<file path="src/rtl/shift_deserializer.sv">
// Serial-to-parallel receiver: gathers WIDTH bits MSB- or LSB-first into a word
// and hands each completed word to a single-entry valid/ready holding register.
module shift_deserializer #(
    parameter int WIDTH = 8
) (
    input  logic                     clk,
    input  logic                     rst,
    input  logic                     clear,
    input  logic                     D_in,
    input  logic                     D_valid,
    input  logic                     LR,
    output logic [WIDTH-1:0]         Y,
    output logic                     Y_valid,
    input  logic                     Y_ready,
    output logic                     busy,
    output logic                     OVF,
    output logic [$clog2(WIDTH):0]   CNT
);

    localparam int CW = $clog2(WIDTH) + 1;
    localparam logic [CW-1:0] LAST_CNT = CW'(WIDTH - 1);

    typedef enum logic [0:0] {IDLE, SHIFT} state_t;

    state_t           state_q, state_d;
    logic [CW-1:0]    cnt_q;
    logic [WIDTH-1:0] s_q;
    logic [WIDTH-1:0] y_q;
    logic             ord_q;
    logic             full_q;
    logic             ovf_q;

    logic             ord_eff;
    logic             last;
    logic [WIDTH-1:0] shifted;

    // The first bit of a word must already use the LR it arrives with.
    assign ord_eff = (state_q == IDLE) ? LR : ord_q;
    assign shifted = ord_eff ? {D_in, s_q[WIDTH-1:1]} : {s_q[WIDTH-2:0], D_in};
    assign last    = D_valid && (cnt_q == LAST_CNT);

    always_ff @(posedge clk or posedge rst) begin
        if (rst) state_q <= IDLE;
        else     state_q <= state_d;
    end

    always_comb begin
        state_d = state_q;
        if (clear) begin
            state_d = IDLE;
        end else begin
            case (state_q)
                IDLE:    if (D_valid) state_d = last ? IDLE : SHIFT;
                SHIFT:   if (last)    state_d = IDLE;
                default: state_d = IDLE;
            endcase
        end
    end

    always_ff @(posedge clk or posedge rst) begin
        if (rst) begin
            cnt_q  <= '0;
            s_q    <= '0;
            y_q    <= '0;
            ord_q  <= 1'b0;
            full_q <= 1'b0;
            ovf_q  <= 1'b0;
        end else if (clear) begin
            cnt_q  <= '0;
            s_q    <= '0;
            full_q <= 1'b0;
            ovf_q  <= 1'b0;
        end else begin
            if (D_valid) begin
                s_q   <= shifted;
                cnt_q <= last ? '0 : cnt_q + CW'(1);
                if (state_q == IDLE) ord_q <= LR;
            end
            // A drain on the completing edge frees the slot for the new word.
            if (last) begin
                if (!full_q || Y_ready) begin
                    y_q    <= shifted;
                    full_q <= 1'b1;
                end else begin
                    ovf_q  <= 1'b1;
                end
            end else if (full_q && Y_ready) begin
                full_q <= 1'b0;
            end
        end
    end

    assign Y       = y_q;
    assign Y_valid = full_q;
    assign busy    = (state_q == SHIFT);
    assign OVF     = ovf_q;
    assign CNT     = cnt_q;

endmodule

</file>
<file path="config.mk">
export PLATFORM = sky130hd
export DESIGN_NAME = shift_deserializer
export DESIGN_NICKNAME = d
export VERILOG_FILES = /design/src/rtl/shift_deserializer.sv
export SDC_FILE = /design/constraint.sdc
export NUM_CORES = 1
export LEC_CHECK = 0
export ABC_CLOCK_PERIOD_IN_PS = 1750
export BUFFER_PORTS_ARGS = -buffer_cell sky130_fd_sc_hd__buf_2
export CAP_MARGIN = 20
export CORE_MARGIN = 2
export CORE_UTILIZATION = 45
export DETAILED_ROUTE_END_ITERATION = 10
export GPL_ROUTABILITY_DRIVEN = 0
export PLACE_DENSITY = 0.77
export SLEW_MARGIN = 0
export SYNTH_ARGS = -nofsm -noshare
export SYNTH_HDL_FRONTEND = slang
export SYNTH_SLANG_ARGS = --single-unit
</file>
<file path="constraint.sdc">
create_clock -name clk -period 1.75 [get_ports clk]
set_input_delay 0.0875 -clock clk [delete_from_list [all_inputs] [get_ports clk]]
set_output_delay 0.0875 -clock clk [all_outputs]
set_load 0.01 [all_outputs]
</file>
==> results of run 1 <==
## power groups by stage
stage / logic [µW] / registers, µW / clock network, µW
after global placement: 139 / 606 / 0
after CTS: 147 / 597 / 242
after detailed placement: 144 / 608 / 0
final: 148 / 597 / 236
after floorplan: 99.9 / 606 / 0
after global routing: 162 / 600 / 274
## Yosys cell counts (2+ instances only)
| master | n | area [µm²] |
|---|---|---|
| or3_1 | 2 | 12.5 |
| a211oi_1 | 4 | 30.0 |
| a21oi_1 | 9 | 45.0 |
| buf_1 | 2 | 7.51 |
| dfrtp_1 | 24 | 601 |
| mux2i_1 | 5 | 50.1 |
| o21a_1 | 4 | 30.0 |
| nor2_1 | 16 | 60.1 |
| mux2_4 | 8 | 120 |
| a31oi_1 | 5 | 31.3 |
| clkbuf_1 | 2 | 7.51 |
| nand2_1 | 3 | 11.3 |
| inv_1 | 3 | 11.3 |
## per-layer routing
layer,vias up,track usage (%)
li1,400,-
met1,382,24.3
met2,23,28.7
met3,2,3.06
met4,0,7.50
met5,-,0
## worst paths after layout
kind | from | to | cells after the start
setup / recovery | CNT[0] | Y[4] | 5
hold / removal | Y_ready | OVF | 4
setup reg to reg | CNT[0] | Y[4] | 5
hold reg to reg | OVF | OVF | 2
max in group asynchronous | rst | OVF | 4
min in group asynchronous | rst | ord_q | 4
## sequential cells by signal (all words and copies together) (netlist names)
signal	count
Y	8
s_q	8
CNT	4
OVF	1
Y_valid	1
busy	1
ord_q	1
## worst max-delay path, cell delays in order (launching register included)
cell	delay [ns]
dfrtp_1	0.43
ha_1	0.22
nand4b_1	0.19
nor3_4	0.24
buf_12	0.15
mux2_4	0.29
## final cells by class
| class | instances | area [µm²] | share of cell area [%] |
|---|---|---|---|
| multi-input cells | 66 | 493 | 36.9 |
| inverters | 3 | 11.3 | 0.842 |
| clock buffers | 3 | 22.5 | 1.68 |
| repair buffers | 28 | 173 | 12.9 |
| well taps | 30 | 37.5 | 2.81 |
| flip-flops and latches | 24 | 601 | 44.9 |
## cells by family (layout without fill, tap and decap cells)
group / Yosys count / after routing / synth area share, %
adders and majority gates: 1 / 1 / 1.11
and+or+nand+nor: 28 / 28 / 12.7
xor gates and xnor gates: 1 / 1 / 0.779
muxes: 14 / 14 / 17.1
buffers and inverters: 8 / 34 / 2.78
DFF: 24 / 24 / 53.4
AOI/OAI and AO/OA: 22 / 22 / 12.1
## repair_timing
action / in CTS / in global routing
hold endpoints to repair: 24 / 0
buffers inserted: 0 / 1
hold buffers: 1 / 0
endpoints found under the setup margin: 0 / 3
## per-stage QoR
step / setup slack (ns) / power (µW) / util [%] / std cells
2_1_floorplan: 0.133 / 706 / - / 98
3_3_place_gp: 0.200 / 744 / 53.3 / 149
4_1_cts: 0.115 / 986 / 54.7 / 153
3_5_place_dp: 0.133 / 752 / 53.3 / 149
6_report: 0.125 / 980 / 55.0 / 154
5_1_grt: -0.00105 / 1040 / 55.0 / 154
==> qor.yml, run 1 <==
status:
  status: "completed"
clocking:
  clockBufferDepth: 2
  clock_sinks: 24
  clk_latency_ns: 0.30
  cts_tree: "done"
  numCtsBuffers: 3
  clk_pin_slew_ns: 0.12
  h-tree-depth: 1
  cts_root_buffer: "clkbuf_4"
  cts.repair.resized: 0
synthesis:
  synthesis.nets: 106
  async_flop_share_pct: 100
  synthFlopType: "dfrtp_1"
  synth.distinct_cells: 24
  yosysSeqAreaShare_pct: 53.4
  synth_area_mm2: 0.00112
  syn_inst: 98
  synth_edf_count: 0
  yosysWarnings: 0
  ys_seq_elements: 24
  avgSynthCellArea_um2: 11.5
layout:
  nets: 134
  fin_area_mm2: 0.00134
  fill_cells: 219
  num_antenna_cells: 0
  drive_gt1_share_pct: 32.3
  area_delta_synth_final_pct: 18.9
  most-common-layout-cells: "24 x dfrtp_1, 21 x buf_2, 16 x nor2_1, 9 x a21oi_1, 8 x mux2_4"
  layout_commonest_cell: "dfrtp_1"
sta:
  max_slew_margin_pct: 79.8
  fmax_mhz: 615
  setup_tns_ns: 0
  finClkSkew_ns: 0.00138
  worstMarginPinSlew_ns: 0.296
  post-route-min-period_ns: 1.63
  drv_slew: 0
  min_period_over_period_pct: 92.9
  hold_violations: 0
  setup_viol: 0
  whs_ns: 0.146
detailed_routing:
  drt_iter0_drc: 13
  met3WireLength_um: 104
  drt-total-wl_um: 2280
  final_antenna_net_count: 0
  wl_met2_um: 1130
  num_vias: 807
  first_pass_iters: 4
  routed.top_layer: "met4"
  wl_per_cell_um: 14.8
  drc_errors: 0
  wl_met1_um: 1030
  avgViaCountPerCell: 5.24
floorplan:
  core_mm2: 0.00243
  die_x_um: 54.0
  dieArea_mm2: 0.00292
  die_y_um: 54.0
  start_util_pct: 46.2
  rows: 18
  pin_count: 22
global_route:
  grt_overflow: 0
  grt_pass1_vias: 774
  grt_max_degree: 25
  grt_pass1_wl_um: 3740
  grt_usage_pct: 18.1
  antenna_found_initial: 0
placement:
  place_area_mm2: 0.00130
  port_buffers: 21
  dp_hpwl_um: 1720
flow_run:
  maxCapViolations: 0
worst_hold_path:
  hp-class: "in2reg"
worst_setup_path:
  r2r_slack_ns: 0.12
  cp_max_fo: 8
  startpoint_type: "register"
  path_class: "reg2reg"
  worstPathArrival_ns: 1.83
  cp_data_required_time_ns: 1.95
  critPathCaptureType: "register"
pwr:
  p_per_area_mw_per_mm2: 733
  intPower_uw: 727
  power_switching_share_pct: 25.8
  clockPowerShare_pct: 24.0
  leakage_uw: 0.000685
  vdd_drop_max_mv: 0.437
  comb_power_share_pct: 15.1
  switchingPower_uw: 253
  power_frac_seq_pct: 60.9
Note: power is estimated with default switching activity, not from simulation.
==> inputs of run 2 (changes only) <==
--- a/config.mk
+++ b/config.mk
@@ -5,7 +5,7 @@
 export SDC_FILE = /design/constraint.sdc
 export NUM_CORES = 1
 export LEC_CHECK = 0
-export ABC_CLOCK_PERIOD_IN_PS = 1750
+export ABC_CLOCK_PERIOD_IN_PS = 1500
 export BUFFER_PORTS_ARGS = -buffer_cell sky130_fd_sc_hd__buf_2
 export CAP_MARGIN = 20
 export CORE_MARGIN = 2
==> constraint.sdc (replaced) <==
create_clock -name clk -period 1.5 [get_ports clk]
set_input_delay 0.075 -clock clk [delete_from_list [all_inputs] [get_ports clk]]
set_output_delay 0.075 -clock clk [all_outputs]
set_load 0.01 [all_outputs]
==> run 2 against run 1 <==
  * Die area did not move
  * Critical path depth down 2
  * Total power increased by 21%
  * Wire length decreased by 0.75%
  * Via count is 5.1% higher
  * Register-to-register slack lost 0.11 ns
  * Sequential power up 17%
  * Setup slack got worse by 0.11 ns
  * Clock-buffer cell count up 1
  * Utilization grew 4.1 points
  * Sequential share of layout area shrank 3.0 points
  * Critical endpoint is now Y[5]
  * Largest power group unchanged
==> qor.yml, run 2 (same netlist as run 1, synthesis figures left out) <==
status:
  status: "completed"
sta:
  whs_ns: 0.111
  post-route-min-period_ns: 1.49
  setup_viol: 0
  worstMarginPinSlew_ns: 0.353
  drv_slew: 0
  hold_violations: 0
  fmax_mhz: 671
  finClkSkew_ns: 0.00611
  rsz0062_at_grt: "yes"
  min_period_over_period_pct: 99.3
  max_slew_margin_pct: 76.5
placement:
  dp.cells: 152
  place_area_mm2: 0.00132
  port_buffers: 21
  dp_hpwl_um: 1600
clocking:
  clockBufferDepth: 2
  clk_latency_ns: 0.31
  clk_pin_slew_ns: 0.13
  numCtsBuffers: 3
  cts_tree: "done"
  h-tree-depth: 1
  clock_sinks: 24
  cts_root_buffer: "clkbuf_4"
worst_hold_path:
  hp-class: "in2reg"
  hold_path_depth: 3
  worstHoldStart: "D_valid"
  hold_end: "CNT[1]"
worst_setup_path:
  worstPathArrival_ns: 1.69
  r2r_slack_ns: 0.01
  critPathCaptureType: "register"
  path_class: "reg2reg"
  startpoint: "busy"
  startpoint_type: "register"
  cp_max_fo: 5
  timing.rr.start: "busy"
  rr_endpoint: "Y[5]"
  r2r_cells: 3
  cp_data_required_time_ns: 1.70
detailed_routing:
  wl_per_cell_um: 14.0
  drt-total-wl_um: 2260
  num_vias: 848
  avgViaCountPerCell: 5.27
  drc_errors: 0
  first_pass_iters: 4
  final_antenna_net_count: 0
  drt_iter0_drc: 3
layout:
  fin_area_mm2: 0.00144
  nets: 140
  fill_cells: 207
  drive_gt1_share_pct: 39.7
  layout_commonest_cell: "dfrtp_1"
  most-common-layout-cells: "23 x dfrtp_1, 21 x buf_2, 16 x nor2_1, 10 x buf_4, 9 x a21oi_1"
  layout.cells.non_filler: 161
  area_delta_synth_final_pct: 27.7
  num_antenna_cells: 0
global_route:
  grt_max_degree: 25
  antenna_found_initial: 0
  grt_usage_pct: 17.1
  grt_pass1_wl_um: 3560
  grt_overflow: 0
  grt_pass1_vias: 821
floorplan:
  rows: 18
  pin_count: 22
  die_x_um: 54.0
  start_util_pct: 46.2
  core_mm2: 0.00243
  dieArea_mm2: 0.00292
  die_y_um: 54.0
pwr:
  finalPower_uw: 1190
  vdd_drop_max_mv: 0.508
  leakage_uw: 0.000709
  p_per_area_mw_per_mm2: 828
flow_run:
  maxCapViolations: 0
==> run 2: how the worst max path moves through the flow <==
stage                       to  cells past startpoint
after floorplan           Y[4]                      4
final                     Y[5]                      3
after CTS                 Y[5]                      3
after detailed placement  Y[5]                      3
after global placement    Y[7]                      3
after global routing      Y[5]                      5
==> run 2: metrics by stage <==
step / worst slack (ns) / TNS [ns] / utilization [%]
after floorplan: -0.0549 / -0.220 / -
after global placement: 0.0620 / 0 / 54.4
after CTS: 0.0112 / 0 / 55.9
after global routing: -0.0527 / -0.243 / 59.1
final: 0.00978 / 0 / 59.1
after detailed placement: 0.0373 / 0 / 54.4
==> run 2: power by group <==
| part | switching [µW] | internal (µW) |
|---|---|---|
| clock network | 185 | 104 |
| registers | 27.7 | 673 |
| logic | 98.2 | 101 |
==> run 2: cell type report <==
cell class | instances | area [µm²] | area share (%)
inverters | 3 | 11.3 | 0.784
flip-flops and latches | 24 | 602 | 41.9
repair buffers | 34 | 221 | 15.4
well taps | 30 | 37.5 | 2.61
clock buffers | 4 | 26.3 | 1.83
multi-input cells | 66 | 538 | 37.5
==> run 2: critical path: stages, from the launching register on <==
cell	delay, ns
dfrtp_2	0.42
mux2i_4	0.36
mux2_4	0.34
mux2_4	0.26
==> run 2: layer usage <==
| metal | share of wire (%) | wire, µm | vias up | GRT usage, % |
|---|---|---|---|---|
| li1 | - | - | 413 | - |
| met4 | 1.2 | 27 | 0 | 9.17 |
| met5 | 0 | 0 | - | 0 |
| met1 | 45 | 1030 | 411 | 21.2 |
| met3 | 5.1 | 115 | 2 | 2.50 |
| met2 | 48 | 1090 | 22 | 28.5 |
==> run 2: what timing repair did <==
action	in CTS	in global routing
endpoints found under the hold margin	24	0
hold buffers	1	0
setup buffers	0	4
endpoints found under the setup margin	0	12
gates resized for setup	0	8
